## config.mk

```make
export PLATFORM = sky130hd
export DESIGN_NAME = var_shift_engine
export DESIGN_NICKNAME = d
export VERILOG_FILES = /design/src/rtl/var_shift_engine.sv
export SDC_FILE = /design/constraint.sdc
export NUM_CORES = 1
export LEC_CHECK = 0
export CORE_ASPECT_RATIO = 1.5
export CORE_MARGIN = 2
export CORE_UTILIZATION = 28
export CTS_CLUSTER_DIAMETER = 100
export DETAILED_ROUTE_END_ITERATION = 6
export HOLD_SLACK_MARGIN = 0.1
export PLACE_DENSITY = 0.57
export SYNTH_ARGS = -nofsm -noshare
export SYNTH_HDL_FRONTEND = slang
export SYNTH_SLANG_ARGS = --single-unit
```

## constraint.sdc

```tcl
create_clock -name clk -period 2.2 [get_ports clk]
set_clock_uncertainty 0.05 [all_clocks]
set_input_delay 0.44 -clock clk [delete_from_list [all_inputs] [get_ports clk]]
set_output_delay 0.44 -clock clk [all_outputs]
set_load 0.01 [all_outputs]
```

## src/rtl/var_shift_engine.sv

```systemverilog
`default_nettype none
// var_shift_engine: multi-cycle variable shifter/rotator, at most STEP bits per clock, with a busy/done handshake.
// Optional VAR_SHIFT_ROTATE_EN enables rotate mode (10); without it, mode 10 behaves as logical/fill.
module var_shift_engine #(
  parameter  int WIDTH = 32,
  parameter  int STEP  = 8,
  localparam int AW    = $clog2(WIDTH)
) (
  input  logic             clk,
  input  logic             clr,
  input  logic             en,
  input  logic             load,
  input  logic [WIDTH-1:0] load_data,
  input  logic             start,
  input  logic             dir,
  input  logic [1:0]       mode,
  input  logic [AW-1:0]    amount,
  input  logic [WIDTH-1:0] fill_in,
  output logic [WIDTH-1:0] q,
  output logic             ready,
  output logic             busy,
  output logic             done
);

  typedef enum logic {
    S_IDLE  = 1'b0,
    S_SHIFT = 1'b1
  } state_t;

  localparam logic [AW:0] STEP_W  = (AW+1)'(STEP);
  localparam logic [AW:0] WIDTH_W = (AW+1)'(WIDTH);

  state_t           state_q, state_d;
  logic [WIDTH-1:0] data_q, data_d;
  logic [WIDTH-1:0] fill_q, fill_d;
  logic [AW-1:0]    rem_q, rem_d;
  logic             dir_q, dir_d;
  logic             done_q, done_d;

  logic [AW:0]        step_amt;
  logic               last_step;
  logic [2*WIDTH-1:0] cat_r, cat_l;
  logic [WIDTH-1:0]   step_data, step_fill;
  logic [WIDTH-1:0]   start_fill;
  logic               rot_start;

  // Chunk size for this clock: min(remaining, STEP); n=0 yields a single zero-length pass.
  assign step_amt  = ({1'b0, rem_q} > STEP_W) ? STEP_W : {1'b0, rem_q};
  assign last_step = ({1'b0, rem_q} <= STEP_W);

  // Fill bits travel with the data so they are consumed low-first (right) or high-first (left).
  assign cat_r = {fill_q, data_q} >> step_amt;
  assign cat_l = {data_q, fill_q} << step_amt;

`ifdef VAR_SHIFT_ROTATE_EN
  logic             rot_q, rot_d;
  logic [WIDTH-1:0] rot_right, rot_left;

  assign rot_start = (mode == 2'b10);
  assign rot_right = (data_q >> step_amt) | (data_q << (WIDTH_W - step_amt));
  assign rot_left  = (data_q << step_amt) | (data_q >> (WIDTH_W - step_amt));
`else
  assign rot_start = 1'b0;
`endif

  always_comb begin
    if (dir_q) begin
      step_data = cat_l[2*WIDTH-1:WIDTH];
      step_fill = cat_l[WIDTH-1:0];
    end else begin
      step_data = cat_r[WIDTH-1:0];
      step_fill = cat_r[2*WIDTH-1:WIDTH];
    end
`ifdef VAR_SHIFT_ROTATE_EN
    if (rot_q) begin
      step_data = dir_q ? rot_left : rot_right;
    end
`endif
  end

  // Arithmetic right replicates the sign captured at start; arithmetic left and rotate fill zeros.
  always_comb begin
    if (rot_start || ((mode == 2'b01) && dir)) begin
      start_fill = '0;
    end else if (mode == 2'b01) begin
      start_fill = {WIDTH{data_q[WIDTH-1]}};
    end else begin
      start_fill = fill_in;
    end
  end

  always_comb begin
    state_d = state_q;
    data_d  = data_q;
    fill_d  = fill_q;
    rem_d   = rem_q;
    dir_d   = dir_q;
    done_d  = done_q;
`ifdef VAR_SHIFT_ROTATE_EN
    rot_d   = rot_q;
`endif
    if (en) begin
      done_d = 1'b0;
      case (state_q)
        S_IDLE: begin
          if (load) begin
            data_d = load_data;
          end else if (start) begin
            state_d = S_SHIFT;
            dir_d   = dir;
            fill_d  = start_fill;
            rem_d   = amount;
`ifdef VAR_SHIFT_ROTATE_EN
            rot_d   = rot_start;
`endif
          end
        end
        S_SHIFT: begin
          data_d = step_data;
          fill_d = step_fill;
          rem_d  = rem_q - step_amt[AW-1:0];
          if (last_step) begin
            state_d = S_IDLE;
            done_d  = 1'b1;
          end
        end
        default: state_d = S_IDLE;
      endcase
    end
  end

  always_ff @(posedge clk or negedge clr) begin
    if (!clr) begin
      state_q <= S_IDLE;
      data_q  <= '0;
      fill_q  <= '0;
      rem_q   <= '0;
      dir_q   <= 1'b0;
      done_q  <= 1'b0;
`ifdef VAR_SHIFT_ROTATE_EN
      rot_q   <= 1'b0;
`endif
    end else begin
      state_q <= state_d;
      data_q  <= data_d;
      fill_q  <= fill_d;
      rem_q   <= rem_d;
      dir_q   <= dir_d;
      done_q  <= done_d;
`ifdef VAR_SHIFT_ROTATE_EN
      rot_q   <= rot_d;
`endif
    end
  end

  assign q     = data_q;
  assign busy  = (state_q == S_SHIFT);
  assign ready = ~busy;
  assign done  = done_q;

endmodule
`default_nettype wire

```

==> results of run 1 <==
## routing by layer
| layer | wire [um] | track usage (%) |
|---|---|---|
| met1 | 21800 | 35.3 |
| met2 | 28400 | 51.9 |
| met3 | 5910 | 5.89 |
| met4 | 6670 | 27.7 |
| met5 | 0 | 0 |
## through the flow
stage | utilization, % | area (um^2) | setup TNS (ps)
6_report | 44.2 | 15800 | -938
5_1_grt | 44.2 | 15800 | -2950
4_1_cts | 41.1 | 14700 | -334
3_5_place_dp | 38.2 | 13600 | -5070
3_3_place_gp | 38.2 | 13600 | -3940
2_1_floorplan | - | 10100 | 0
## area by class of cell
class | instances | area [um^2] | share of cell area (%)
inverters | 13 | 52.6 | 0.333
flip-flops and latches | 72 | 1820 | 11.5
clock buffers | 11 | 243 | 1.54
clock inverters | 5 | 80.1 | 0.508
repair buffers | 464 | 4410 | 28.0
multi-input cells | 1141 | 8560 | 54.3
well taps | 478 | 598 | 3.79
## logic make-up after synthesis
family,Yosys count
fa+ha+maj,1
flops,72
buf+inv,219
other cells,1
simple gates,466
compound gates,603
mux,70
## Yosys cell counts (all sizes together) (9+ instances only)
cell,n,share of area [%]
nor2,129,4.9
nand2,128,4.8
a21oi,125,6.2
clkbuf,114,4.3
buf,92,4.9
o21ai,81,4.0
dfrtp,72,18
a211oi,62,4.7
a31oi,54,3.4
mux2i,53,5.3
nor3,47,2.3
o22ai,36,2.2
a221oi,34,3.0
nand3,31,1.5
nor2b,31,1.9
a22oi,28,2.1
o211ai,23,1.7
o221ai,23,2.0
o21a,17,1.3
and2,16,1.0
nand2b,16,1.0
mux2,14,1.6
inv,12,0.45
nor4b,11,0.96
nor4bb,10,1.0
or2,10,0.62
a41oi,9,0.86
o32ai,9,0.86
## critical path, stage by stage, from the launching register on
cell,delay (ps)
dfrtp_4,540
buf_12,170
nor3b_4,160
buf_6,120
buf_12,150
buf_8,140
o211ai_1,210
o21ai_1,140
buf_4,150
a2bb2oi_2,130
a32oi_1,210
## cells in the final DEF (no fill, tap or decap), types with 7 or more instances in the layout
master           synthesis  layout
dfrtp_2                  0       9
buf_4                    4     291
mux2_2                  14      14
nand2_1                128     125
a211oi_1                60      30
buf_12                   0      34
a22oi_1                 28      22
o22ai_1                 36      32
a21oi_1                125     108
nor2_1                 127     121
or2_2                    9       9
and2_1                  16      13
a221oi_2                 1      12
a221o_1                  8       8
o221ai_1                23      20
clkbuf_16                0      12
a31oi_1                 54      45
mux2i_1                 53      44
o211ai_1                23      23
buf_6                    5      18
o21a_1                  17      16
o21ai_1                  1      19
a32oi_1                  8       7
nor2b_1                 31      29
o21ai_0                 80      57
a21o_1                   7       7
nand2b_1                16      16
clkdlybuf4s50_1          0     110
dfrtp_1                 72      62
nand3_1                 31      30
a221oi_1                33      18
nor3_1                  47      29
nor3_2                   0      13
a211oi_2                 2      27
a21oi_2                  0      15
inv_1                   12      10
## flip-flops by register name, summed over array words and instances, names as in the netlist
name	flops
dir_q	1
busy	1
rem_q	5
fill_q	32
q	32
done	1
## power groups by stage
stage / sequential (mW) / clock (mW) / combinational, mW
2_1_floorplan: 2.57 / 0 / 10.0
3_3_place_gp: 3.75 / 0 / 17.5
3_5_place_dp: 3.74 / 0 / 17.5
4_1_cts: 3.77 / 1.78 / 18.9
5_1_grt: 4.01 / 1.83 / 22.5
6_report: 3.97 / 1.78 / 21.6
## worst max path at each step
| stage | depth (start not counted) | endpoint | slack (ps) |
|---|---|---|---|
| after global routing | 8 | fill_q[3] | -160 |
| after global placement | 8 | fill_q[31] | -270 |
| final | 10 | fill_q[30] | -80 |
| after floorplan | 10 | rem_q[2] | 40 |
| after detailed placement | 8 | fill_q[31] | -280 |
| after CTS | 8 | q[16] | -70 |
## timing repair
item,CTS,global route
pin swaps,15,56
buffers inserted,25,14
hold buffers,1,0
endpoints found under the setup margin,42,68
gates resized for setup,77,207
endpoints found under the hold margin,34,0
cloned,6,3
==> summary.txt, run 1 <==
Outcome
  • Status: complete, but fails checks
  • Failing checks: setup timing

Hold path
  • Hold path cells: 2
  • Hold crit path type: reg -> reg
  • Hold Path Origin: done
  • Hold Path End: done

Layout
  • Non-filler instance count after layout: approximately 2200
  • Ant diodes: 0
  • Layout cell share with drive strength beyond 1: 36.0%
  • Layout fillers: roughly 3500
  • Area delta synth->final: 56.8%
  • Nets: 1779

CTS
  • Worst-path clk slew: 60 ps
  • CTS Buffer Depth: 2
  • Root Driver: clkbuf_16
  • Worst skew pair latency: ~390 ps
  • H-tree depth: 3
  • CTS sink count: between 70 and 80
  • CTS tree: done
  • TritonCTS buffer count: 9

Power
  • Net Switching: between 10 and 15 mW
  • Combinational Power Share: around four fifths
  • Power density over the cells: 1730 nW/um^2
  • Static leakage: between 5 and 6 nW
  • Tot Pwr: 27.3 mW
  • Worst vdd ir: 594 uV
  • Register share of total power: 14.5%
  • Internal: approximately 13 mW
  • Clock Power Share: 6.5%
  • Switching share of power: 53.7%

Synth
  • Post-synth EDFFs: 0
  • #FFs+latches synth: 72
  • Syn_nets: 1510
  • Post-Syn Instances: 1432
  • Ys Warns: 0
  • Ys async rst share: 100%
  • Main combinational cell family by area after synthesis: compound AO/OA/AOI/OAI gates
  • Post-synthesis xor/xnor area fraction: 0%
  • Register area share after synthesis: ~18%
  • Post-synthesis mux area share: 7.52%
  • Adder-Cell Fraction of Synth Area: 0.124%
  • Netlist cell types: 83
  • Post-synthesis compound-gate area fraction: 41.7%
  • Simple-Gate Fraction of Synth Area: a little under a quarter
  • Mapped Area: 10100 um^2
  • Post-Syn Area per Cell: about 7 um^2
  • Ys flop type: dfrtp_1

Worst setup path
  • RR Startpoint: rem_q[1]
  • Crit Path Class: reg -> reg
  • R2R depth: 10
  • Reg2reg end: fill_q[30]
  • CP arrival: 2520 ps
  • Required @ worst endpoint: ~2400 ps
  • R2R setup slack: -80 ps
  • Maximum fanout along the worst path: 8
  • Critical path startpoint: rem_q[1]
  • Crit. End Element: flip-flop
  • Worst Setup Start Kind: flip-flop

Floorplan
  • Num rows: 85
  • Die Ht: 236 um
  • Die footprint: ~37000 um^2
  • I/O pin cnt: 112
  • Initial Utilization: 28.2%
  • Die Wd: 159 um
  • Core area: 35600 um^2

Timing
  • Max Slew Vio Count: 0
  • Crit path time final: 2280 ps
  • Max frequency: 438 MHz
  • Worst-Margin Slew: 656 ps
  • Final Setup Violations: 19
  • RSZ-0062 raised after global routing: true
  • Final WS setup: -81.1 ps
  • WHS: 495 ps
  • Max_slew headroom: 56.3%
  • Fin. Hold Viols: 0
  • Period utilisation layout: 104%

Routing
  • First-iteration detailed-routing DRC count: 1901
  • Average wire per standard cell: 28.7 um
  • Antenna Nets Post-Route: 0
  • DRC viols: 0
  • 1st-pass router iterations: 6
  • Final WL: between 60000 and 70000 um
  • Vias per cell: 6.63
  • Total number of vias: 14500

Placed design
  • Placed cells: roughly 2100
  • Final Wtd Congestion: 1.00
  • IO buf count: 111
  • Hpwl dp: 44200 um
  • Post-Place Setup Slack: -278 ps

Global routing
  • GRT overflow: 0
  • Vias in the first global route: 14300
  • Antenna violations before repair: 0
  • First-pass GRT wire length: 90500 um
  • Total track usage: 31.7%
  • Pin count of the biggest net entering global routing: 42

Flow run
  • Number of max-cap violations: 0
Note: power is estimated with default switching activity, not from simulation.
==> run 2: changes to the inputs <==
CAP_MARGIN = 30   (was unset)
==> results of run 2 <==
Same layout as run 1: the final DEF is identical, and so are final timing and power.
==> run 3: changes to the inputs <==
ABC_AREA = 1   (was unset)
CORE_MARGIN = 10   (was 2)
CORE_UTILIZATION = 30   (was 28)
PLACE_DENSITY = 0.6   (was 0.57)
==> run 3 against run 2 <==
Critical endpoint is now q[0]; cell count up 12%; utilization down 4.0 points; the run now ends clean; register-to-register slack better by 150 ps; final area down 19%; die area up 5.5%.
==> summary.txt, run 3 <==
Outcome
  • Status: completed

CTS
  • CTS Buffer Depth: 2 (unchanged)
  • TritonCTS buffer count: 9 (unchanged)
  • H-tree depth: 3 (unchanged)
  • Root Driver: clkbuf_16
  • CTS tree: done
  • Worst-path clk slew: 70 ps (about the same)
  • Worst skew pair latency: 390 ps (about the same)
  • CTS sink count: 72 (unchanged)

Synth
  • Ys async rst share: 100% (unchanged)
  • Netlist cell types: 38 (-54%)
  • Post-Syn Instances: 1857 (+30%)
  • Register area share after synthesis: 18.9% (+0.94 points)
  • Mapped Area: 9550 um^2 (-5.0%)
  • Count leader, synth: nand2_1
  • Ys Warns: 0 (unchanged)
  • Cell taking the most area after synthesis: nand2_1
  • Syn_nets: 1935 (+28%)
  • Post-Syn Area per Cell: 5.14 um^2 (-27%)
  • Yosys top cell area share: 29.0% (+11 points)
  • Commonest cells post-synth: nand2_1, nand3_1, o21ai_0
  • #FFs+latches synth: 72 (unchanged)
  • Ys flop type: dfrtp_1
  • Post-synth EDFFs: 0 (unchanged)
  • Synth area leaders: nand2_1, nand3_1, dfrtp_1, o21ai_0, inv_1

Layout
  • Most common cell after layout, fill and taps aside: nand2_1
  • Ant diodes: 0 (unchanged)
  • Final instance area: 12700 um^2 (-19%)
  • Layout cell share with drive strength beyond 1: 11.7% (-24 points)
  • Multi-input logic area: 6720 um^2 (-22%)
  • Area delta synth->final: 33.4%
  • Register Area: 1810 um^2 (-0.62%)
  • Layout fillers: 3615 (+2.9%)
  • Non-filler instance count after layout: 2455 (+12%)
  • Nets: 2118 (+19%)
  • Commonest cells after routing, fill and taps aside: nand2_1, nand3_1, buf_4, o21ai_0, inv_1

Placed design
  • Placed cells: 2437 (+15%)
  • Final Wtd Congestion: 0.979 (-2.1%)
  • IO buf count: 111 (unchanged)
  • Post-DP Area: 12300 um^2 (-9.7%)
  • Hpwl dp: 38500 um (-13%)

Power
  • Power density over the cells: 1870 nW/um^2 (+7.6%)
  • Static leakage: 6.63 nW (+14%)
  • Worst vdd ir: 748 uV (+26%)

Floorplan
  • Die Ht: 239 um (+1.0%)
  • Num rows: 80 (-5.9%)
  • Die footprint: 39500 um^2 (+5.5%)
  • I/O pin cnt: 112 (unchanged)
  • Initial Utilization: 30.2% (+2.0 points)
  • Die Wd: 166 um (+4.4%)
  • Core area: 31600 um^2 (-11%)

Global routing
  • Pin count of the biggest net entering global routing: 43 (+2.4%)
  • GRT overflow: 0 (unchanged)
  • Total track usage: 24.2% (-7.5 points)
  • Vias in the first global route: 13000 (-9.2%)
  • First-pass GRT wire length: 75600 um (-16%)
  • Antenna violations before repair: 0 (unchanged)

Timing
  • Worst-Margin Slew: 653 ps (-2.20 ps)
  • Max_slew headroom: 56.4% (+0.15 points)
  • RSZ-0062 raised after global routing: true
  • Crit path time final: 2130 ps (-147 ps)
  • Max frequency: 469 MHz (+6.9%)
  • Period utilisation layout: 97.0% (-6.7 points)
  • Fin. Hold Viols: 0 (unchanged)
  • Final Setup Violations: 0 (-19)
  • Max Slew Vio Count: 0 (unchanged)

Flow run
  • Number of max-cap violations: 0 (unchanged)

Routing
  • Final WL: 50200 um (-20%)
  • Total number of vias: 13400 (-7.6%)
  • First-iteration detailed-routing DRC count: 1297 (-32%)
  • Average wire per standard cell: 20.4 um (-29%)
  • Vias per cell: 5.45 (-18%)
  • DRC viols: 0 (unchanged)
  • Antenna Nets Post-Route: 0 (unchanged)
  • 1st-pass router iterations: 6 (unchanged)

Worst setup path
  • Worst path bufs/invs: 2 (-3)
  • Crit Path Class: reg -> reg
  • Worst Setup Start Kind: flip-flop
  • Crit. End Element: flip-flop
  • Maximum fanout along the worst path: 17 (+9)
  • Required @ worst endpoint: 2450 ps (about the same)
  • CP arrival: 2380 ps (-140 ps)
  • Worst path max stage delay: 430 ps (-110 ps)
  • Top delay family on crit path: simple AND/OR/NAND/NOR gates
  • Slowest-stage cell, CP: dfrtp_1
  • Crit path cell chain: nor2_4, buf_6, nand2_1, nor2_2, inv_1, o21ai_0, nor2_1, a21oi_1

Hold path
  • Hold crit path type: reg -> reg
## run 3: cell count changes in the layout (fill, tap and decap cells not counted), moves of 21 or more
cell,before,now
nor2b_1,29,0
a22oi_1,22,1
a211oi_1,30,1
nand3_1,30,367
o22ai_1,32,1
a211oi_2,27,0
buf_4,291,145
inv_1,10,139
a21oi_1,108,66
o21ai_0,57,140
mux2i_1,44,0
a31oi_1,45,5
nand2_1,125,734
nor3_1,29,1
## run 3: what timing repair did
item | in CTS | in global routing
setup endpoints to repair | 5 | 56
gates resized for setup | 6 | 35
pin swaps | 0 | 2
endpoints found under the hold margin | 37 | 0
cloned | 0 | 1
buffers inserted | 0 | 0
hold buffers | 1 | 0
## run 3: tightest hold or removal path, delay by kind of cell (launching register included)
family | cells | cell delay, ps
buf+inv | 1 | 50
compound gates | 1 | 70
flops | 1 | 380
## run 3: final timing paths
kind                               start    endpoint  slack [ps]  cells after the start
worst min register to register      done        done         480                      2
worst max register to register  rem_q[3]        q[0]          70                      8
min in group asynchronous            clr  fill_q[23]         570                      2
max in group asynchronous            clr        busy         820                      3
worst max-delay path            rem_q[3]        q[0]          70                      8
worst min-delay path                done        done         480                      2
## run 3: where the power goes
group	internal, mW	switching [mW]
sequential	2.02	0.768
combinational	6.91	12.3
clock	1.02	0.755
total	9.95	13.8
## run 3: area by class of cell
type	instances	area share (%)
Timing Repair Buffer	288	22.2
Clock buffer	11	1.91
Clock inverter	5	0.629
Sequential cell	72	14.2
Multi-Input combinational cell	1523	52.8
Inverter	146	4.33
Tap cell	410	4.03
## run 3: cells by family after synthesis
| family | share of synthesized area (%) |
|---|---|
| simple gates | 55.8 |
| buf+inv | 11.4 |
| flops | 18.9 |
| mux | 0.118 |
| fa+ha+maj | 0.131 |
| compound gates | 13.5 |
| other cells | 0.0393 |
| xor+xnor | 0.0917 |
## run 3: metal layers
metal | part of all wire [%] | GRT usage, %
met5 | 0 | 0
met4 | 6.2 | 14.7
met3 | 6.7 | 3.78
met2 | 49 | 42.5
met1 | 38 | 27.0
## run 3: through the flow
stage / power (mW) / setup TNS, ps / hold WS [ps] / worst slack (ps) / util, %
floorplan: 13.6 / 0 / 94.4 / 386 / -
global placement: 21.3 / -5700 / 444 / -407 / 38.9
detailed placement: 21.3 / -6690 / 444 / -405 / 38.9
CTS: 23.2 / 0 / 488 / 4.43 / 40.0
global route: 25.7 / -91.4 / 518 / -28.9 / 40.3
finish: 23.8 / 0 / 485 / 65.8 / 40.3
